### src/rtl/drawbridge_ctrl.sv
// drawbridge_ctrl: controls a bascule road bridge. It clears road traffic,
// raises the span for boats, holds it up, then lowers it. It supervises the
// limit switches, the motor run time and the emergency stop.
//
// Ports
//   clk_i        rising-edge system clock
//   rst_ni       asynchronous active-low reset
//   request_i    boat passage request (level)
//   deck_i       deck occupancy sensors, 1 = occupied
//   top_limit_i  span fully raised
//   bot_limit_i  span fully lowered
//   estop_i      emergency stop
//   mt_o         raise motor on
//   md_o         lower motor on
//   al_o         alarm on
//   tfl_o        road traffic light, 1 = red
//   state_o      current state (DOWN=0 WARN=1 LIFT=2 UP=3 LOWER=4 FAULT=5)
//   fault_o      sticky fault indicator
//
// There is no handshake. All inputs are plain levels sampled on every rising
// edge. All outputs are registers that change on the same edge as state_o.
module drawbridge_ctrl #(
  parameter int N_DECK        = 4,
  parameter int CNT_W         = 8,
  parameter int CLEAR_TIME    = 8,
  parameter int HOLD_TIME     = 16,
  parameter int MOTOR_TIMEOUT = 64
) (
  input  logic              clk_i,
  input  logic              rst_ni,
  input  logic              request_i,
  input  logic [N_DECK-1:0] deck_i,
  input  logic              top_limit_i,
  input  logic              bot_limit_i,
  input  logic              estop_i,
  output logic              mt_o,
  output logic              md_o,
  output logic              al_o,
  output logic              tfl_o,
  output logic [2:0]        state_o,
  output logic              fault_o
);

  typedef enum logic [2:0] {
    S_DOWN  = 3'd0,
    S_WARN  = 3'd1,
    S_LIFT  = 3'd2,
    S_UP    = 3'd3,
    S_LOWER = 3'd4,
    S_FAULT = 3'd5
  } state_e;

  localparam logic [CNT_W-1:0] CLEAR_LAST = CNT_W'(CLEAR_TIME - 1);
  localparam logic [CNT_W-1:0] HOLD_LAST  = CNT_W'(HOLD_TIME - 1);
  localparam logic [CNT_W-1:0] MOTOR_LAST = CNT_W'(MOTOR_TIMEOUT - 1);

  state_e           state_q, state_d;
  logic [CNT_W-1:0] cnt_q, cnt_d;
  logic             mt_q, mt_d;
  logic             md_q, md_d;
  logic             al_q, al_d;
  logic             tfl_q, tfl_d;
  logic             fault_q, fault_d;

  logic deck_busy;
  logic moving;
  logic timeout;

  assign deck_busy = |deck_i;
  assign moving    = (state_q == S_LIFT) || (state_q == S_LOWER);
  assign timeout   = moving && (cnt_q == MOTOR_LAST);

  // Next state. Fault causes are checked first, then normal progress.
  always_comb begin
    state_d = state_q;
    if (estop_i || (top_limit_i && bot_limit_i)) begin
      state_d = S_FAULT;
    end else if (timeout) begin
      state_d = S_FAULT;
    end else begin
      case (state_q)
        S_DOWN:  if (request_i) state_d = S_WARN;
        // Withdrawing the request wins over a completed clearing period.
        S_WARN: begin
          if (!request_i)                              state_d = S_DOWN;
          else if (cnt_q == CLEAR_LAST && !deck_busy)  state_d = S_LIFT;
        end
        S_LIFT:  if (top_limit_i) state_d = S_UP;
        S_UP:    if (cnt_q >= HOLD_LAST && !request_i) state_d = S_LOWER;
        // A new request during lowering is ignored until the span is down.
        S_LOWER: if (bot_limit_i) state_d = S_DOWN;
        S_FAULT: state_d = S_FAULT;
        default: state_d = S_FAULT;
      endcase
    end
  end

  // Shared counter. In WARN an occupied deck restarts the clearing period.
  // While moving, an occupied deck pauses the motor, so the counter also
  // freezes. It then counts only motor-on cycles.
  always_comb begin
    cnt_d = cnt_q;
    if (state_d != state_q) begin
      cnt_d = '0;
    end else if (state_q == S_WARN && deck_busy) begin
      cnt_d = '0;
    end else if (moving && deck_busy) begin
      cnt_d = cnt_q;
    end else if (cnt_q != '1) begin
      cnt_d = cnt_q + 1'b1;
    end
  end

  // Output decode comes from the next state, so outputs change with state_o.
  // The motor enables are exclusive because each depends on its own state.
  always_comb begin
    mt_d    = 1'b0;
    md_d    = 1'b0;
    al_d    = 1'b0;
    tfl_d   = 1'b0;
    fault_d = 1'b0;
    case (state_d)
      S_DOWN: ;
      S_WARN: begin
        al_d  = 1'b1;
        tfl_d = 1'b1;
      end
      S_LIFT: begin
        al_d  = 1'b1;
        tfl_d = 1'b1;
        mt_d  = !deck_busy;
      end
      S_UP: tfl_d = 1'b1;
      S_LOWER: begin
        al_d  = 1'b1;
        tfl_d = 1'b1;
        md_d  = !deck_busy;
      end
      default: begin
        al_d    = 1'b1;
        tfl_d   = 1'b1;
        fault_d = 1'b1;
      end
    endcase
  end

  always_ff @(posedge clk_i or negedge rst_ni) begin
    if (!rst_ni) begin
      state_q <= S_DOWN;
      cnt_q   <= '0;
      mt_q    <= 1'b0;
      md_q    <= 1'b0;
      al_q    <= 1'b0;
      tfl_q   <= 1'b0;
      fault_q <= 1'b0;
    end else begin
      state_q <= state_d;
      cnt_q   <= cnt_d;
      mt_q    <= mt_d;
      md_q    <= md_d;
      al_q    <= al_d;
      tfl_q   <= tfl_d;
      fault_q <= fault_d;
    end
  end

  assign mt_o    = mt_q;
  assign md_o    = md_q;
  assign al_o    = al_q;
  assign tfl_o   = tfl_q;
  assign state_o = state_q;
  assign fault_o = fault_q;

endmodule

### config.mk
export PLATFORM = sky130hd
export DESIGN_NAME = drawbridge_ctrl
export DESIGN_NICKNAME = d
export VERILOG_FILES = /design/src/rtl/drawbridge_ctrl.sv
export SDC_FILE = /design/constraint.sdc
export NUM_CORES = 1
export LEC_CHECK = 0
export CORE_MARGIN = 1.5
export CORE_UTILIZATION = 55
export DETAILED_ROUTE_END_ITERATION = 16
export PLACE_DENSITY = 0.82
export SYNTH_ARGS = -nofsm -noshare
export SYNTH_HDL_FRONTEND = slang
export SYNTH_SLANG_ARGS = --single-unit
### constraint.sdc
create_clock -name clk_i -period 3.18 [get_ports clk_i]
set_input_delay 0.318 -clock clk_i [delete_from_list [all_inputs] [get_ports clk_i]]
set_output_delay 0.318 -clock clk_i [all_outputs]
set_load 0.05 [all_outputs]
Word level (Yosys, flattened, before mapping)
Cells that the tools add are included.
{"block": "classes", "addsub": 1, "order_cmp": 1, "eq_ne": 13, "mux": 18, "n_reduce_logical": 17}
{"cell": "8-bit 2-to-1 mux", "count": 4}
{"cell": "3-bit 2-to-1 mux", "count": 8}
{"cell": "3-bit one-hot mux with 5 select lines", "count": 1}
{"cell": "3-bit by 2-bit equality test with 1-bit output (second input constant)", "count": 4}
{"cell": "8-bit by 1-bit adder with 8-bit output (second input constant)", "count": 1}
{"cell": "8-bit by 3-bit equality test with 1-bit output (second input constant)", "count": 1}
{"cell": "8-bit by 6-bit equality test with 1-bit output (second input constant)", "count": 1}
{"cell": "8-bit by 4-bit greater-or-equal comparator with 1-bit output (second input constant)", "count": 1}
{"cell": "8-bit != test (second input constant)", "count": 1}
{"cell": "3-bit by 1-bit equality test with 1-bit output (second input constant)", "count": 2}
{"cell": "3-bit equality test (second input constant)", "count": 2}
{"cell": "1-bit logical AND", "count": 6}
{"cell": "3-bit zero test", "count": 2}
{"cell": "1-bit 2-to-1 mux", "count": 5}
{"cell": "5-bit OR reduction", "count": 1}
{"cell": "4-bit OR reduction", "count": 1}
{"cell": "3-bit != test", "count": 1}
{"cell": "3-bit != test (second input constant)", "count": 1}
{"cell": "3-bit nonzero test", "count": 1}
{"cell": "1-bit zero test", "count": 2}
{"cell": "1-bit logical OR", "count": 2}
{"cell": "2-bit AND reduction", "count": 1}
{"cell": "2-bit OR reduction", "count": 1}
{"block": "word_totals", "register_bits": 16, "inputBits": 10, "wordCells": 57}

Logic depth before layout (Yosys ltp)
Gate-level depths: netlist of the first run.
{"block": "logic_depth", "depth_word": 11, "mapped_depth": 7}

Least setup slack after synthesis of the first run
Ideal clock, no wire load.
{"block": "synth_path", "kind": "register to register", "startpoint": "reg state_q[1], in the netlist state_o[1]", "endpoint": "reg cnt_q[2]", "setup_time_ps": 151, "t_arrival_ps": 1960, "slack_ps": 1069, "path_stages_with_launch": 6, "path_buffers": 0, "synth_period_minus_slack_ps": 2111, "path_cell_list": "dfrtp_1 -> or3b_2 -> a31o_2 -> nand3_1 -> mux2i_1 -> nor4_1"}
{"block": "synth_via", "elab_chain_cells": 8, "word_cells_on_any_way": 24, "cone_classes": "eq/ne: 6; mux: 11; reduce/logical: 7"}
{"item": "from (decl)", "line_no": "57", "source": "state_e state_q, state_d;"}
{"item": "from (signal assigned)", "line_no": "157", "source": "state_q <= state_d;"}
{"item": "3-bit 2-to-1 mux (tied with other cells)", "line_no": "86", "source": "else if (cnt_q == CLEAR_LAST && !deck_busy) state_d = S_LIFT;"}
{"item": "3-bit 2-to-1 mux or 1-bit logical OR (tied branches)", "line_no": "85, 70"}
{"item": "3-bit one-hot mux with 5 select lines or 1-bit logical AND (tied branches)", "line_no": "81, 71"}
{"item": "3-bit 2-to-1 mux", "line_no": "78", "source": "end else if (timeout) begin"}
{"item": "3-bit 2-to-1 mux", "line_no": "76", "source": "if (estop_i || (top_limit_i && bot_limit_i)) begin"}
{"item": "3-bit != test", "line_no": "103", "source": "if (state_d != state_q) begin"}
{"item": "3-bit != test (no line) or 3-bit nonzero test (tied branches)"}
{"item": "2-bit AND reduction (no line)"}
{"item": "to (signal assigned)", "line_no": "158", "source": "cnt_q <= cnt_d;"}
{"item": "to (decl)", "line_no": "58", "source": "logic [CNT_W-1:0] cnt_q, cnt_d;"}
Parallel ways exist; a longest one is shown, timed or not.
A chain may end at the register's enable or synchronous reset.

Worst setup path after layout of the first run
{"block": "layout_path", "startpoint": "in deck_i[1]", "endpoint": "reg cnt_q[2]"}
{"block": "layout_via", "elab_chain_cells": 11, "word_cells_on_any_way": 16, "cone_classes": "eq/ne: 2; mux: 7; reduce/logical: 7"}
{"item": "from (decl)", "line_no": "32", "source": "input logic [N_DECK-1:0] deck_i,"}
{"item": "4-bit OR reduction (*)", "line_no": "69", "source": "assign deck_busy = |deck_i;"}
{"item": "1-bit zero test", "line_no": "86"}
{"item": "1-bit logical AND", "line_no": "86"}
{"item": "3-bit 2-to-1 mux", "line_no": "86"}
{"item": "3-bit 2-to-1 mux", "line_no": "85", "source": "if (!request_i) state_d = S_DOWN;"}
{"item": "3-bit one-hot mux with 5 select lines", "line_no": "81", "source": "case (state_q)"}
{"item": "3-bit 2-to-1 mux", "line_no": "78"}
{"item": "3-bit 2-to-1 mux", "line_no": "76"}
{"item": "3-bit != test", "line_no": "103"}
{"item": "3-bit != test (no line) or 3-bit nonzero test (tied branches)"}
{"item": "2-bit AND reduction (no line)"}
Every way passes the cells marked *; elsewhere a longest branch is shown, timed or not.

==> metrics.txt, run 1 <==
status=completed; Buffers on Ports=17; setup slack at placement=approximately 0.45 ns; grt total ovfl=0; design internal power=around 280 uW; utilization after layout=0.719; Post-Layout Cell Count=156; post-synthesis sequential area ratio=0.379; power density over cell area=approximately 280 mW/mm^2; Sw Ratio=0.207; largest fanout on the critical path=8; Final #Nets=143; hold_buf cts=0; Final Hold Vio Count=0; layout cell share with drive strength beyond 1=0.115; fin crit share=0.760; first-pass GRT wire length=between 3000 and 4000 um; Synth Warn #=0; Max IR drop VDD=0.299 mV; min Tclk post-route=2.42 ns; Req. time, crit path=3.33 ns; remaining antenna violation count=0; CTS H-Tree Depth=1; setup TNS=0 ns; routed vias=about 980; slowest stage cell, crit path=nor4_2; Switch Pwr=74.6 uW; Final HPWL DP=1740 um; n_diodes=0; Rows=15; Min-Delay Path Class=input port to asynchronous set/reset pin; share of power burned in the clock network=0.375; Setup Viol. Count Final=0; CTS Buf Count=3; CP Class=input port to flip-flop; total design power=359 uW; TritonCTS clock tree=done; Buf/Inv on CP=1; crit end category=flip-flop; measured slew at the worst slew-check pin=0.782 ns; Primary FF master, synth=dfrtp_1; number of flops mapped to enable cells by yosys=0; Post-CTS Resized=0; Root Driver=clkbuf_4; FFs w/ async S/R, synth=1.00; slowest stage delay, CP=0.62 ns; area delta synth->final=20.1%; Clock Latency Late Sink=roughly 0.29 ns; # IOs=18; vias in the first global route=816; max_cap viols=0; CTS sink cnt=16; DR iter-0 viols=32; DRC=0; Worst EP arrival=2.56 ns; vias per cell=6.26; setup repair after global routing missed its margin=false; post-CTS repair timing setup buffer count=0; DRT Pass-1 Iters=4; mapped cell area=approximately 0.0011 mm^2; largest net degree at the start of global routing=17; Die Ht=46.8 um; routed wire length per instance=15.1 um; CTS Buffer Depth=2; clk slew on worst S/H paths=0.09 ns; CP Launch Type=input port; Mapped Nets=125; Crit path max-delay family=simple AND/OR/NAND/NOR gates; power share of the sequential group=0.566; core box area=0.00176 mm^2; die area=0.00219 mm^2; GRT Total Usage=0.253; Max Fclk=a little over 0.4 GHz; Initial Util=0.599; worst setup margin=0.763 ns; die width=46.8 um; DRT Wirelength=2350 um; max-slew violations=0; headroom to the max-slew limit=0.476; Seq cells post-synth=16; initial antenna violation count=0; Worst Skew=0.00180 ns; routability cong.=0.832; Post-Syn Instances=114; placed cell count=152; crit-path cells=clkdlybuf4s50_1 > nor4_2 > and4_2 > nor2_1 > a31oi_1 > nor4_1; Synth cell types=43; Post-Syn Area per Cell=9.26 um^2; Combinational Power Share=0.060; LEAKAGE=0.520 nW
## stage by stage
stage / cell area [um^2] / hold slack [ns]
final: 1270 / 0.439
after global placement: 1230 / 0.622
after detailed placement: 1230 / 0.646
after CTS: 1270 / 0.462
after floorplan: 1060 / 0.0224
after global routing: 1270 / 0.514
## placed cells by master (no fill, tap or decap), types with 3 or more instances in the layout
cell,n
and3_1,4
nor4_1,6
o21ai_0,3
a31oi_1,4
nand3_1,7
and4b_1,3
clkbuf_4,3
inv_1,8
clkdlybuf4s50_1,17
nand2_1,6
a211oi_1,4
nor3_1,3
a21oi_1,4
dfrtp_1,16
nor2_1,8
## worst paths after layout
path,depth (start not counted),end,slack [ns],start
max,6,cnt_q[2],0.76,deck_i[1]
min,1,cnt_q[3],0.44,rst_ni
max reg2reg,5,cnt_q[2],0.84,state_o[1]
min reg2reg,2,cnt_q[3],0.66,cnt_q[3]
max in group asynchronous,1,cnt_q[0],2.30,rst_ni
min in group clk_i,2,cnt_q[3],0.66,cnt_q[3]
## logic make-up (layout without fill, tap and decap cells)
family,after synthesis,count (layout),synth area share
buffers and inverters,12,29,0.0521
AO/OA/AOI/OAI,30,30,0.219
AND/OR/NAND/NOR,50,50,0.291
multiplexers,3,3,0.0296
flip-flops,16,16,0.379
adder cells (fa/ha/maj),1,1,0.0118
XOR/XNOR,2,2,0.0166
## cells in the mapped netlist, types with 2 or more instances
library cell	instances	share of area
and4b_1	3	0.028
a311oi_1	2	0.017
a21oi_1	4	0.019
o2111ai_1	2	0.017
dfrtp_1	16	0.38
o21ai_0	3	0.014
buf_2	2	0.0095
nor3_1	3	0.014
nor2_1	8	0.028
nand2_1	6	0.021
a22oi_1	2	0.014
mux2i_1	2	0.019
nor4_1	6	0.036
nand3_1	7	0.033
or4_4	2	0.021
and2_1	2	0.012
inv_1	8	0.028
and3_1	4	0.024
a31oi_1	4	0.024
xnor2_1	2	0.017
a211oi_1	4	0.028
## power groups by stage
stage          Combinational, mW  Sequential [mW]  Clock [mW]
4_1_cts                   0.0218            0.203       0.138
2_1_floorplan            0.00351            0.207           0
5_1_grt                   0.0234            0.203       0.144
6_report                  0.0214            0.203       0.135
3_5_place_dp              0.0215            0.207           0
3_3_place_gp              0.0210            0.207           0
## flip-flops by register name (all words and copies together), names as in the netlist
signal   cells
mt_o         1
tfl_o        1
state_o      3
cnt_q        8
al_o         1
md_o         1
fault_o      1
## cell type report
type,count,area (um^2)
Timing Repair Buffer,17,170
Multi-Input combinational cell,86,601
Tap cell,25,31.3
Inverter,8,30.0
Sequential cell,16,400
Fill cell,154,495
Clock buffer,4,36.3
## routing by layer
layer	share of wire	vias to the layer above	track usage	wire length (um)
met5	0	-	0	0
met4	0.0089	0	0.100	21
met3	0.040	2	0.0231	94
met2	0.46	20	0.364	1090
met1	0.49	470	0.394	1150
li1	-	485	-	-
No activity file was read; power rests on OpenSTA's default activity.
==> run 2: changes to the inputs <==
- CORE_UTILIZATION: 55 -> 46
- PLACE_DENSITY: 0.82 -> 0.74
- clock period: 3.18 -> 2.2 ns (I/O delays scaled with it)
==> metrics.txt, run 2 (synthesized netlist as in run 1, its figures left out) <==
status=completed; Setup Viol. Count Final=0; CTS Buf Count=3; crit-path cells=buf_4 > clkdlybuf4s50_1; DRC=0; worst setup path endpoint=state_o[1]; FF/Latch Area=400 um^2; Initial Util=0.482; slowest stage cell, crit path=clkdlybuf4s50_1; vias per cell=5.95; fin crit share=0.929; headroom to the max-slew limit=0.492; CTS sink cnt=16; measured slew at the worst slew-check pin=0.759 ns; Critical path origin=state_o[1]; routability cong.=0.898; Reg2Reg Depth=6; setup slack at placement=-0.0243 ns; remaining antenna violation count=0; DRT Wirelength=2630 um; commonest non-fill, non-tap cell in the layout=clkdlybuf4s50_1; Die Ht=50.9 um; utilization after layout=0.622; Min-Delay Path Class=input port to asynchronous set/reset pin; CP Class=flip-flop to output port; Most flops, register=cnt_q; largest net degree at the start of global routing=17; Worst EP arrival=1.82 ns; Buffers on Ports=17; Post-Layout Cell Count=171; DR iter-0 viols=26; hold slack=0.355 ns; clk slew on worst S/H paths=0.12 ns; Reg-to-Reg End=cnt_q[3]; Max IR drop VDD=0.307 mV; worst setup margin=0.155 ns; hold_buf cts=0; Post-CTS Resized=0; initial antenna violation count=0; slowest stage delay, CP=0.81 ns; largest fanout on the critical path=10; grt total ovfl=0; layout cell share with drive strength beyond 1=0.189; n_diodes=0; crit end category=output port; Final Hold Vio Count=0; Root Driver=clkbuf_4; max-slew violations=0; die width=50.9 um; CP Launch Type=flip-flop; first-pass GRT wire length=4620 um; DRT Pass-1 Iters=4; Final #Nets=155; setup repair after global routing missed its margin=false; Rows=17; CTS Buffer Depth=2; Worst Skew=0.0189 ns; routed wire length per instance=15.4 um; TritonCTS clock tree=done; placed cell count=167; Final HPWL DP=1950 um; placed instance area=approximately 0.0013 mm^2; Clock Latency Late Sink=0.29 ns; min Tclk post-route=2.04 ns; # fillers=187; # IOs=18; footprint of the multi-input gates=601 um^2; Worst R2R Setup Slack=0.17 ns; core box area=roughly 0.0022 mm^2; Req. time, crit path=1.98 ns; GRT Total Usage=0.234; power density over cell area=between 300 and 400 mW/mm^2; routed vias=1017; max FFs per register=8; Max Fclk=0.489 GHz; most frequent cells in the layout=clkdlybuf4s50_1, dfrtp_1, buf_4; post-CTS repair timing setup buffer count=0; worst r2r src=cnt_q[6]; vias in the first global route=1059; LEAKAGE=approximately 0.58 nW; CTS H-Tree Depth=1; max_cap viols=0; area delta synth->final=29.0%; die area=0.00259 mm^2; final instance area=roughly 0.0014 mm^2
==> run 2: changes by cell type in the layout (fill, tap and decap cells not counted), sizes merged <==
cell / before / now
buf: 0 / 12
==> run 2: area by class of cell <==
cell class / instances / area share
Multi-Input combinational cell: 86 / 0.441
Tap cell: 28 / 0.0257
Clock buffer: 4 / 0.0266
Sequential cell: 16 / 0.294
Timing Repair Buffer: 29 / 0.191
Inverter: 8 / 0.0220
==> run 2: through the flow <==
step / total power, mW / TNS, ns
floorplan: 0.305 / 0
global placement: 0.333 / 0
detailed placement: 0.334 / -0.0387
CTS: 0.535 / 0
global route: 0.548 / 0
finish: 0.531 / 0
==> run 2: power by group <==
group	total [mW]	internal [mW]	switching [mW]
Clock	0.203	0.101	0.102
Combinational	0.0344	0.0192	0.0152
Sequential	0.294	0.294	0
Total	0.531	0.414	0.118
==> run 2: worst min-delay path by stage <==
stage            endpoint  slack, ns      from
2_1_floorplan        al_o      -0.08    rst_ni
3_3_place_gp     cnt_q[3]       0.62  cnt_q[3]
3_5_place_dp     cnt_q[3]       0.63  cnt_q[3]
4_1_cts        state_o[2]       0.36    rst_ni
5_1_grt        state_o[2]       0.41    rst_ni
6_report       state_o[2]       0.35    rst_ni
==> run 2: worst max-delay path, delay by kind of cell, from the launching register on <==
family	cells	cell delay [ns]
buffers and inverters	2	1.04
DFF	1	0.50
==> run 2: routing by layer <==
metal,vias to the layer above,GRT usage,part of all wire
met5,-,0,0
met4,0,0.0721,0.0065
met3,4,0.0292,0.040
met2,27,0.435,0.51
met1,487,0.277,0.44
li1,499,-,-
